--- src/rtl/regfile_scoreboard_pkg.sv ---
// Shared CPU register-file constants for the regfile/scoreboard slice.
package regfile_scoreboard_pkg;

    localparam int unsigned REG_AW = 5;
    localparam int unsigned DW_DEFAULT = 32;
    localparam int unsigned NREG_DEFAULT = 32;
    localparam logic [REG_AW-1:0] REG_ZERO = '0;

    function automatic logic is_zero_reg(input logic [REG_AW-1:0] r);
        return r == REG_ZERO;
    endfunction

endpackage

--- src/rtl/regfile_scoreboard_reg_scoreboard.sv ---
// Per-register pending-write counters with hazard lookup and sticky retire error.
module reg_scoreboard
    import regfile_scoreboard_pkg::*;
#(
    parameter int unsigned NREG = NREG_DEFAULT,
    parameter int unsigned CNTW = 2
) (
    input  logic              clk,
    input  logic              resetn,
    input  logic              inc,
    input  logic [REG_AW-1:0] inc_addr,
    input  logic              wb_wen,
    input  logic [REG_AW-1:0] wb_addr,
    input  logic [REG_AW-1:0] raddr1,
    input  logic [REG_AW-1:0] raddr2,
    output logic              hazard1,
    output logic              hazard2,
    output logic              dest_full,
    output logic              sb_err
);

    logic [CNTW-1:0] cnt [NREG];
    logic            dec;
    logic            err;

    // A single pending write retiring this cycle is covered by the bypass path.
    function automatic logic hazard(input logic [REG_AW-1:0] r);
        return !is_zero_reg(r) && (cnt[r] != '0)
            && !((cnt[r] == CNTW'(1)) && wb_wen && (wb_addr == r));
    endfunction

    always_comb begin
        hazard1   = hazard(raddr1);
        hazard2   = hazard(raddr2);
        dest_full = !is_zero_reg(inc_addr) && (cnt[inc_addr] == '1);
        dec       = wb_wen && !is_zero_reg(wb_addr) && (cnt[wb_addr] != '0);
        err       = wb_wen && !is_zero_reg(wb_addr) && (cnt[wb_addr] == '0);
    end

    always_ff @(posedge clk or negedge resetn) begin
        if (!resetn) begin
            for (int unsigned i = 0; i < NREG; i++) cnt[i] <= '0;
            sb_err <= 1'b0;
        end else begin
            if (err) sb_err <= 1'b1;
            for (int unsigned r = 1; r < NREG; r++) begin
                if (inc && (inc_addr == REG_AW'(r)) && !(dec && (wb_addr == REG_AW'(r))))
                    cnt[r] <= cnt[r] + CNTW'(1);
                else if (dec && (wb_addr == REG_AW'(r)) && !(inc && (inc_addr == REG_AW'(r))))
                    cnt[r] <= cnt[r] - CNTW'(1);
            end
        end
    end

endmodule

--- src/rtl/regfile_scoreboard.sv ---
// Architectural register file with write-through bypass and RAW-hazard decode stall.
module regfile_scoreboard
    import regfile_scoreboard_pkg::*;
#(
    parameter int unsigned NREG = NREG_DEFAULT,
    parameter int unsigned DW   = DW_DEFAULT,
    parameter int unsigned CNTW = 2
) (
    input  logic              clk,
    input  logic              resetn,
    input  logic              wb_wen,
    input  logic [REG_AW-1:0] wb_regsrc,
    input  logic [DW-1:0]     wb_regwdata,
    input  logic              de_ren1,
    input  logic              de_ren2,
    input  logic [REG_AW-1:0] de_raddr1,
    input  logic [REG_AW-1:0] de_raddr2,
    output logic [DW-1:0]     de_rdata1,
    output logic [DW-1:0]     de_rdata2,
    input  logic              de_issue,
    input  logic [REG_AW-1:0] de_dest,
    output logic              de_stall,
    output logic              sb_err
);

    logic [DW-1:0] rf [NREG];
    logic          hazard1;
    logic          hazard2;
    logic          dest_full;
    logic          inc;

    function automatic logic [DW-1:0] read_port(input logic [REG_AW-1:0] a);
        if (is_zero_reg(a))                   return '0;
        else if (wb_wen && (wb_regsrc == a))  return wb_regwdata;
        else                                  return rf[a];
    endfunction

    always_comb begin
        de_rdata1 = read_port(de_raddr1);
        de_rdata2 = read_port(de_raddr2);
        de_stall  = (de_ren1 && hazard1) || (de_ren2 && hazard2) || (de_issue && dest_full);
        inc       = de_issue && !de_stall && !is_zero_reg(de_dest);
    end

    always_ff @(posedge clk or negedge resetn) begin
        if (!resetn) begin
            for (int unsigned i = 0; i < NREG; i++) rf[i] <= '0;
        end else if (wb_wen && !is_zero_reg(wb_regsrc)) begin
            rf[wb_regsrc] <= wb_regwdata;
        end
    end

    reg_scoreboard #(
        .NREG(NREG),
        .CNTW(CNTW)
    ) u_sb (
        .clk       (clk),
        .resetn    (resetn),
        .inc       (inc),
        .inc_addr  (de_dest),
        .wb_wen    (wb_wen),
        .wb_addr   (wb_regsrc),
        .raddr1    (de_raddr1),
        .raddr2    (de_raddr2),
        .hazard1   (hazard1),
        .hazard2   (hazard2),
        .dest_full (dest_full),
        .sb_err    (sb_err)
    );

endmodule
--- config.mk ---
export PLATFORM = sky130hd
export DESIGN_NAME = regfile_scoreboard
export DESIGN_NICKNAME = d
export VERILOG_FILES = /design/src/rtl/regfile_scoreboard_pkg.sv /design/src/rtl/regfile_scoreboard_reg_scoreboard.sv /design/src/rtl/regfile_scoreboard.sv
export SDC_FILE = /design/constraint.sdc
export NUM_CORES = 2
export LEC_CHECK = 0
export ABC_AREA = 1
export BUFFER_PORTS_ARGS = -buffer_cell sky130_fd_sc_hd__buf_2
export CAP_MARGIN = 20
export CORE_ASPECT_RATIO = 2
export CORE_UTILIZATION = 35
export DETAILED_ROUTE_END_ITERATION = 8
export HOLD_SLACK_MARGIN = 0.03
export PLACE_DENSITY = 0.53
export SLEW_MARGIN = 30
export SYNTH_ARGS = -nofsm -noshare
export SYNTH_HDL_FRONTEND = slang
export SYNTH_SLANG_ARGS = --single-unit
export TNS_END_PERCENT = 20
--- constraint.sdc ---
create_clock -name clk -period 2.38 [get_ports clk]
set_input_delay 0.119 -clock clk [delete_from_list [all_inputs] [get_ports clk]]
set_output_delay 0.119 -clock clk [all_outputs]
set_load 0.02 [all_outputs]
==> reports/results.ini <==
[placement]
io_buffers=123
place_hpwl_mm=178
gp_congestion=0.958
placedInstanceArea_mm2=0.0677

[worst_setup_path]
required_ps=2260
cp.arrival_ps=2500
endpoint_kind=output port
crit_path_max_fanout=3
path_class=register to output port
start_kind=register

[timing]
final.setup_skew_ps=18.2
finalMaxSlewViolations=0
period_share=1.10
rsz0062_at_grt=yes
hold_viol=0
fin_crit_ps=2610
finalSetupViolCount=80
relSlewSlack=0.352
tightest_slew_ps=972
whs_ps=131
fmax_ghz=0.382
setup_slack_ps=-235

[logic_synthesis]
ys_seq_area_frac=0.454
synth-simple-area-share=0.207
netlist_area_mm2=0.0599
synth_seq_cells=1087
synth-adder-area-share=0.00648
synth_xor_area_frac=0.00907
syn_inst=8008
syn_nets=8097
synthTopCellsByArea=dfrtp_1 45%, nand2_1 13%, o21ai_0 10%, a21oi_1 5.7%, nand3_1 5.5%
yosysTopAreaCell=dfrtp_1
avgSynthCellArea_um2=7.48
synth.distinct_cells=31
synth_top_family_by_area=compound AO/OA/AOI/OAI gates
yosys_warnings=2
synth_top_area_frac=0.454
synth_mux_area_frac=0
synth-compound-area-share=0.241

[pwr]
p_leak_nw=32.1
powerDensity_mw_per_mm2=796
irDropWorstVdd_mv=0.603

[clock_tree]
cts_tree=built
clk_path_buf_depth=3
clk_pin_slew_ps=70
tritoncts_num_sinks=1087
cts_made_buffers=106
cts_root_buf=clkbuf_16
clock_latency_ps=750
cts-htree-levels=3

[global_route]
antenna_found_initial=13
grt_pass1_vias=60900
grt_pass1_wl_mm=422
grt_start_max_net_pins=120
grt-ovfl-total=0
grtUsageTotal=0.331

[drt]
drc=0
num_vias=62800
wl_met1_mm=108
ant_nets=0
wl_per_cell_um=27.4
met3WireLength_mm=25.8
top_layer=met5
wl_mm=290
dr_wl_met2_mm=134
first_iter_violations=7829
first_pass_iters=6
vias_per_cell=5.93

[die]
die_y_um=587
die_x_um=294
num_rows=214
io_pins=124
die_area_mm2=0.173
start_util=0.352
coreArea_mm2=0.170

[layout]
drive_gt1_frac=0.147
layout_commonest_cell=nand2_1
fin_area_mm2=0.0727
seq_area_mm2=0.0272
fill_cells=17300
nets=8324
syn_to_final_growth_pct=21.4
multiInputGateArea_mm2=0.0287
layout_common_cells=2025 x nand2_1, 1188 x o21ai_0, 1078 x dfrtp_1

[min_path]
hp-class=input port to register

[outcome]
violations=negative setup slack
outcome=finished with violations

[run]
cap_viol_max_count=0

## timing repair
action,CTS,global route
resized for setup,102,205
endpoints found under the setup margin,116,127
setup buffers,5,3
hold endpoints to repair,1368,0
hold buffers,34,0
pin swaps,25,36
gates cloned,0,0
## report_power, final
part	switching (mW)	internal, mW
clock	8.00	9.85
combinational	8.86	5.84
sequential	3.00	22.3
## Yosys cell counts
cell and count:
xnor2_1 31, o221ai_1 56, ha_1 31, nor2_1 313, nand2_2 1, a21oi_1 687, nand4_4 1, nor2_2 1
buf_4 20, nand4_1 21, inv_2 31, o22ai_1 88, buf_1 32, a41oi_1 2, clkbuf_1 458, clkinv_1 3
o2111ai_1 64, nor3_2 1, a31oi_1 1, clkbuf_2 1, dfrtp_1 1087, o211ai_1 419, nand3_1 659, or2_2 8
buf_6 6, o21ai_0 1236, xor2_1 31, nand2_1 2052, inv_1 461, buf_2 205, o31ai_1 1
## path summary, 6_finish.rpt
check / slack (ps) / startpoint / end / cells after the start
setup / recovery: -230 / u_sb.cnt[53] / de_stall / 15
hold / removal: 130 / de_dest[4] / u_sb.cnt[27] / 6
setup reg to reg: -170 / u_sb.cnt[53] / u_sb.cnt[19] / 17
hold reg to reg: 410 / rf[1000] / rf[1000] / 0
max in group asynchronous: 1530 / resetn / rf[200] / 3
min in group asynchronous: 140 / resetn / rf[600] / 3
## cell type report
| class | instances | area share |
|---|---|---|
| flip-flops and latches | 1087 | 0.374 |
| repair buffers | 841 | 0.117 |
| diodes | 7 | 0.000241 |
| clock inverters | 27 | 0.00503 |
| inverters | 495 | 0.0266 |
| multi-input cells | 5704 | 0.394 |
| clock buffers | 159 | 0.0433 |
| well taps | 2268 | 0.0390 |
## critical path, cell delays in order (launching register included)
cell	delay, ps
dfrtp_1	410
inv_2	70
buf_6	120
nand2_1	50
nand3_1	90
nand3_2	80
nand3_2	130
nand2_2	100
nand2_1	50
nand2_1	60
inv_1	30
nand2_1	70
nand2_2	70
buf_4	130
o211ai_1	100
buf_4	190
## stage by stage
stage	setup TNS, ps	utilization	std cells	setup WS (ps)	power, mW
final	-4840	0.427	10600	-235	57.8
after global routing	-14290	0.427	10600	-298	60.6
after CTS	-7520	0.423	10600	-241	57.5
after detailed placement	-32380	0.398	10400	-375	39.4
after global placement	-38220	0.398	10400	-431	39.2
after floorplan	0	-	8008	195	32.7
## sequential cells by signal, summed over array words and instances, names as in the netlist
register and cells:
u_sb.cnt 62, rf 1024, u_sb.sb_err 1
## metal layers
layer / GRT usage / vias up
met3: 0.0557 / 1017
li1: - / 27600
met4: 0.226 / 4
met5: 0 / -
met2: 0.533 / 3704
met1: 0.403 / 30500
## cell families (layout without fill, tap and decap cells)
logic type,Yosys count,after routing
AND/OR/NAND/NOR,3057,3057
AO/OA/AOI/OAI,2554,2554
buffers and inverters,1217,1522
flip-flops,1087,1087
XOR/XNOR,62,62
adder cells (fa/ha/maj),31,31
other,0,7
Power figures use the tool's default switching activity.
